**config.mk**
```make
export PLATFORM = sky130hd
export DESIGN_NAME = pru_cmd_sequencer
export DESIGN_NICKNAME = d
export VERILOG_FILES = /design/src/rtl/pru_cmd_sequencer.sv
export SDC_FILE = /design/constraint.sdc
export NUM_CORES = 1
export LEC_CHECK = 0
export CORE_MARGIN = 2
export CORE_UTILIZATION = 40
export DETAILED_ROUTE_END_ITERATION = 8
export DONT_BUFFER_PORTS = 1
export PLACE_DENSITY_LB_ADDON = 0.1
export SKIP_LAST_GASP = 1
export SYNTH_ARGS = -nofsm -noshare
export SYNTH_HDL_FRONTEND = slang
export SYNTH_SLANG_ARGS = --single-unit
```
**constraint.sdc**
```tcl
create_clock -name clk -period 5.1 [get_ports clk]
set_input_delay 0.765 -clock clk [delete_from_list [all_inputs] [get_ports clk]]
set_output_delay 0.765 -clock clk [all_outputs]
set_load 0.05 [all_outputs]
```
**src/rtl/pru_cmd_sequencer.sv**
```systemverilog
// pru_cmd_sequencer: MMIO-fed draw-command queue that issues commands to the
// pixel rendering unit over a start/busy/done four-phase handshake.
//
// PRU handshake: pru_start is raised once the command parameters are stable
// and held until pru_done is seen (or the wait times out). The PRU keeps
// pru_done high until pru_start drops. The next command is not issued until
// both pru_done and pru_busy read low. The pru_* parameter outputs change only
// when a command is popped, so they are stable for the whole handshake.
// MMIO: mmio_we/mmio_re are single-cycle strobes with no back-pressure. Every
// read strobe yields exactly one mmio_rvalid pulse on the following cycle.
module pru_cmd_sequencer #(
    parameter int CMD_DEPTH      = 4,
    parameter int TIMEOUT_CYCLES = 1048576
) (
    input  logic        clk,
    input  logic        rst,
    input  logic [31:0] mmio_addr,
    input  logic [31:0] mmio_wdata,
    input  logic        mmio_we,
    input  logic        mmio_re,
    output logic [31:0] mmio_rdata,
    output logic        mmio_rvalid,
    output logic        pru_start,
    output logic [1:0]  pru_shape_select,
    output logic [1:0]  pru_color,
    output logic [9:0]  pru_col,
    output logic [8:0]  pru_row,
    output logic [9:0]  pru_width,
    output logic [8:0]  pru_height_radius,
    input  logic        pru_busy,
    input  logic        pru_done,
    output logic        seq_idle,
    output logic [1:0]  dbg_state
);

    localparam int PW = (CMD_DEPTH > 1) ? $clog2(CMD_DEPTH) : 1;
    localparam int CW = PW + 1;
    localparam int TW = $clog2(TIMEOUT_CYCLES) + 1;

    localparam logic [31:0] ADDR_GEOM = 32'h0000_4010;
    localparam logic [31:0] ADDR_SIZE = 32'h0000_4014;
    localparam logic [31:0] ADDR_STAT = 32'h0000_4018;

    typedef enum logic [1:0] {
        S_IDLE      = 2'd0,
        S_ISSUE     = 2'd1,
        S_WAIT_DONE = 2'd2,
        S_RELEASE   = 2'd3
    } state_t;

    state_t state, state_d;

    // Queue entry layout: {shape, color, row, col, height_radius, width}
    logic [22:0] geom_q;
    logic [41:0] fifo_mem [CMD_DEPTH];
    logic [PW-1:0] wr_ptr, rd_ptr;
    logic [CW-1:0] fifo_count;
    logic [TW-1:0] to_cnt;
    logic [15:0]   done_cnt;
    logic          overflow_q, timeout_q;

    logic wr_geom, wr_size, wr_stat, rd_stat;
    logic fifo_empty, fifo_full, pop, push_ok, overflow_set;
    logic to_hit, done_evt, timeout_evt;
    logic [3:0]  count4;
    logic [31:0] stat_word;
    logic        unused_wdata;

    assign wr_geom = mmio_we && (mmio_addr == ADDR_GEOM);
    assign wr_size = mmio_we && (mmio_addr == ADDR_SIZE);
    assign wr_stat = mmio_we && (mmio_addr == ADDR_STAT);
    assign rd_stat = mmio_re && (mmio_addr == ADDR_STAT);
    assign unused_wdata = ^mmio_wdata[31:23];

    assign fifo_empty   = (fifo_count == '0);
    assign fifo_full    = (fifo_count == CW'(CMD_DEPTH));
    assign pop          = (state == S_IDLE) && !fifo_empty;
    // A commit to a full queue still lands if the head leaves in the same cycle.
    assign push_ok      = wr_size && (!fifo_full || pop);
    assign overflow_set = wr_size && fifo_full && !pop;

    assign to_hit      = (to_cnt == TW'(TIMEOUT_CYCLES - 1));
    assign done_evt    = (state == S_WAIT_DONE) && pru_done;
    assign timeout_evt = (state == S_WAIT_DONE) && !pru_done && to_hit;

    assign seq_idle  = fifo_empty && (state == S_IDLE);
    assign dbg_state = state;

    // Count field is 4 bits wide; a 16-deep queue reads 0 when full (full bit is set).
    assign count4    = 4'(fifo_count);
    assign stat_word = {done_cnt, 8'h00, count4, timeout_q, overflow_q, fifo_full, !seq_idle};

    // Next-state logic for the issue handshake.
    always_comb begin
        state_d = state;
        case (state)
            S_IDLE:      if (!fifo_empty) state_d = S_ISSUE;
            S_ISSUE:     state_d = S_WAIT_DONE;
            S_WAIT_DONE: if (pru_done || to_hit) state_d = S_RELEASE;
            S_RELEASE:   if (!pru_done && !pru_busy) state_d = S_IDLE;
            default:     state_d = S_IDLE;
        endcase
    end

    // State register, registered pru_start and the WAIT_DONE timeout counter.
    always_ff @(posedge clk) begin
        if (rst) begin
            state     <= S_IDLE;
            pru_start <= 1'b0;
            to_cnt    <= '0;
        end else begin
            state     <= state_d;
            pru_start <= (state_d == S_WAIT_DONE);
            to_cnt    <= (state == S_WAIT_DONE) ? to_cnt + 1'b1 : '0;
        end
    end

    // Queue storage; contents are don't-care while the pointers say empty.
    always_ff @(posedge clk) begin
        if (push_ok) fifo_mem[wr_ptr] <= {geom_q, mmio_wdata[18:0]};
    end

    // Queue pointers/occupancy and GEOM staging register.
    always_ff @(posedge clk) begin
        if (rst) begin
            wr_ptr     <= '0;
            rd_ptr     <= '0;
            fifo_count <= '0;
            geom_q     <= '0;
        end else begin
            if (wr_geom) geom_q <= mmio_wdata[22:0];
            if (push_ok) wr_ptr <= wr_ptr + 1'b1;
            if (pop)     rd_ptr <= rd_ptr + 1'b1;
            case ({push_ok, pop})
                2'b10:   fifo_count <= fifo_count + 1'b1;
                2'b01:   fifo_count <= fifo_count - 1'b1;
                default: fifo_count <= fifo_count;
            endcase
        end
    end

    // Command parameters to the PRU: loaded only when the head is popped.
    always_ff @(posedge clk) begin
        if (rst) begin
            pru_shape_select  <= '0;
            pru_color         <= '0;
            pru_row           <= '0;
            pru_col           <= '0;
            pru_height_radius <= '0;
            pru_width         <= '0;
        end else if (pop) begin
            {pru_shape_select, pru_color, pru_row, pru_col,
             pru_height_radius, pru_width} <= fifo_mem[rd_ptr];
        end
    end

    // Sticky error bits (a same-cycle set beats a W1C clear) and completion count.
    always_ff @(posedge clk) begin
        if (rst) begin
            overflow_q <= 1'b0;
            timeout_q  <= 1'b0;
            done_cnt   <= '0;
        end else begin
            if (overflow_set)                      overflow_q <= 1'b1;
            else if (wr_stat && mmio_wdata[2])     overflow_q <= 1'b0;
            if (timeout_evt)                       timeout_q  <= 1'b1;
            else if (wr_stat && mmio_wdata[3])     timeout_q  <= 1'b0;
            if (done_evt)                          done_cnt   <= done_cnt + 1'b1;
        end
    end

    // Registered read port: STAT reflects the values before this cycle's updates.
    always_ff @(posedge clk) begin
        if (rst) begin
            mmio_rvalid <= 1'b0;
            mmio_rdata  <= '0;
        end else begin
            mmio_rvalid <= mmio_re;
            mmio_rdata  <= rd_stat ? stat_word : 32'h0;
        end
    end

endmodule
```
==> results.json <==
{
  "status": "complete, no violations",
  "fin_skew_ns": 0.01744,
  "ir_worst_vdd_mv": 0.2218,
  "start_kind": "register",
  "ioPinCount": 149,
  "clk_pin_slew_ns": 0.06,
  "detail_route.wirelength_um": 22820,
  "final.min_clock_period_ns": 3.037,
  "coreArea_mm2": 0.02801,
  "syn_to_final_growth_pct": 12.78,
  "post-cts-setup-buffers": 0,
  "overflow": 0,
  "cts_root_buf": "clkbuf_16",
  "row_count": 61,
  "cts_hold_buffers": 0,
  "diodes": 0,
  "syn-mean-instance-area_um2": 14.32,
  "antenna_found_initial": 0,
  "finalSetupViolCount": 0,
  "yosysSeqAreaShare_pct": 68.08,
  "leakagePower_nw": 3.823,
  "worst-slew-pin-transition_ns": 1.035,
  "synth_cell_type_count": 41,
  "drtIter0Drc": 242,
  "wl_per_cell_um": 18.86,
  "grt_pass1_wl_um": 35710,
  "cap_violations": 0,
  "regArea_mm2": 0.007812,
  "fin_nets": 884,
  "drv_slew": 0,
  "dpl.hpwl_um": 13970,
  "first_pass_iters": 5,
  "grt_pass1_vias": 6443,
  "die_w_um": 173.3,
  "die-area_mm2": 0.03004,
  "synth_top_cell_by_area": "edfxtp_1",
  "clockBufferDepth": 3,
  "cts_tree": "built",
  "synth_seq_cells": 306,
  "place_congestion": 0.7179,
  "clock_latency_ns": 0.50,
  "start_util_pct": 40.94,
  "synth_top_area_share_pct": 43.99,
  "drive_gt1_share_pct": 15.26,
  "power-per-cell-area_mw_per_mm2": 399.5,
  "io_buffers": 0,
  "worstPathRequired_ns": 5.48,
  "hold_violations": 0,
  "viasPerCell": 5.083,
  "vias": 6151,
  "fp.dieH_um": 173.3,
  "final_util_pct": 46.17,
  "power_mw": 5.166,
  "relSlewSlack_pct": 31.02,
  "endpoint_kind": "register",
  "critPathMaxFanout": 45,
  "ant_nets": 0,
  "netlist_area_mm2": 0.01147,
  "hold_path_class": "in -> reg",
  "fmax_ghz": 0.3292,
  "drc": 0,
  "fillerInstances": 2473,
  "post_cts_resized": 0,
  "numCtsBuffers": 35,
  "crit_type": "reg -> reg",
  "synthCells": 801,
  "yosys_warnings": 0,
  "grt_util_all_layers_pct": 15.24,
  "clock-sinks": 306,
  "grt_max_degree": 98,
  "cts_htree_levels": 2,
  "multi_input_area_mm2": 0.003451,
  "rsz0062_at_grt": "false",
  "cp.arrival_ns": 3.42,
  "synth.top_cells.by_area": "edfxtp_1, dfxtp_1, mux4_2",
  "fin_tns_setup_ns": 0,
  "finalCritPeriodShare_pct": 59.55
}
-- critical path: stages (launching register included) --
cell,delay [ns]
dfxtp_1,0.76
nor2_1,0.20
and2_2,0.58
o31ai_2,0.25
inv_1,0.09
fa_1,0.40
and2_1,0.16
a2bb2oi_2,0.15
mux2_4,0.31
-- cell usage in the layout (no fill, tap or decap), types with 16 or more instances in the layout --
cell,instances
xnor2_1,16
nand3_1,16
a21oi_1,51
mux2i_1,26
nor2_1,66
and2_1,23
dfxtp_1,136
edfxtp_1,168
clkbuf_16,36
mux4_2,42
nand2_1,97
xor2_1,16
-- state kept, by name (all words and copies together), names as in the netlist, 3 cells and up --
name and count:
done_cnt 16, geom_q 23, fifo_count 3, pru_col 10, mmio_rdata 23, pru_row 9, fifo_mem 168, to_cnt 21
pru_width 10, pru_height_radius 9
-- worst paths after layout --
kind	startpoint	end	slack, ns	cells past startpoint
setup / recovery	dbg_state[0]	fifo_count[2]	2.06	8
hold / removal	rst	timeout_q	0.35	1
setup reg to reg	dbg_state[0]	fifo_count[2]	2.06	8
hold reg to reg	timeout_q	mmio_rdata[3]	0.45	1
-- cell families (layout without fill, tap and decap cells) --
group,Yosys count,after routing,share of synthesized area [%]
AOI/OAI and AO/OA,62,62,3.000
xor gates and xnor gates,32,32,2.444
adders and majority gates,7,7,0.8291
buffers and inverters,53,76,2.215
DFF,306,306,68.08
muxes,70,70,10.78
other,1,9,0.03270
and+or+nand+nor,270,270,12.62
-- metrics by stage --
step	cells	worst slack [ns]	hold WS (ns)	cell area, um2
2_1_floorplan	809	1.819	0.4294	11500
3_5_place_dp	1148	1.655	0.4435	11820
3_3_place_gp	1148	1.689	0.4404	11820
5_1_grt	1210	1.821	0.3138	12930
6_report	1210	2.063	0.3480	12930
4_1_cts	1210	1.973	0.3161	12930
-- layout make-up --
class,instances,share of cell area [%]
repair buffers,7,0.4063
well taps,378,3.657
clock inverters,10,0.8320
inverters,7,0.2032
clock buffers,52,7.817
flip-flops and latches,306,60.40
multi-input cells,450,26.68
-- where the power goes --
part	total, mW	switching [mW]	internal [mW]
combinational	0.109	0.0704	0.0384
clock	2.39	0.916	1.47
sequential	2.67	0.0674	2.60
-- layer usage --
layer  track usage (%)  vias to the layer above  part of all wire [%]
li1                  -                     2893                     -
met1             18.52                     3072                    42
met2             26.33                      152                    50
met3             4.671                       34                   6.8
met4             4.131                        0                   1.6
met5                 0                        -                     0
-- cells in the mapped netlist, drive strengths merged --
cell type	number
nor4	13
a21oi	51
o41ai	2
and3	2
xor2	16
nor2	66
nand3	16
edfxtp	168
nand3b	1
nand2	98
or3	6
a21boi	1
dfxtp	138
and4	5
nand4	10
fa	1
nor3	9
o21ai	5
and2	28
ha	6
o31ai	1
mux4	42
inv	7
clkbuf	30
conb	1
nor2b	6
a21o	1
a2bb2oi	1
or3b	3
nor4b	2
mux2i	26
xnor2	16
nand2b	4
buf	16
mux2	2
and3b	1
No activity file was read; power rests on OpenSTA's default activity.
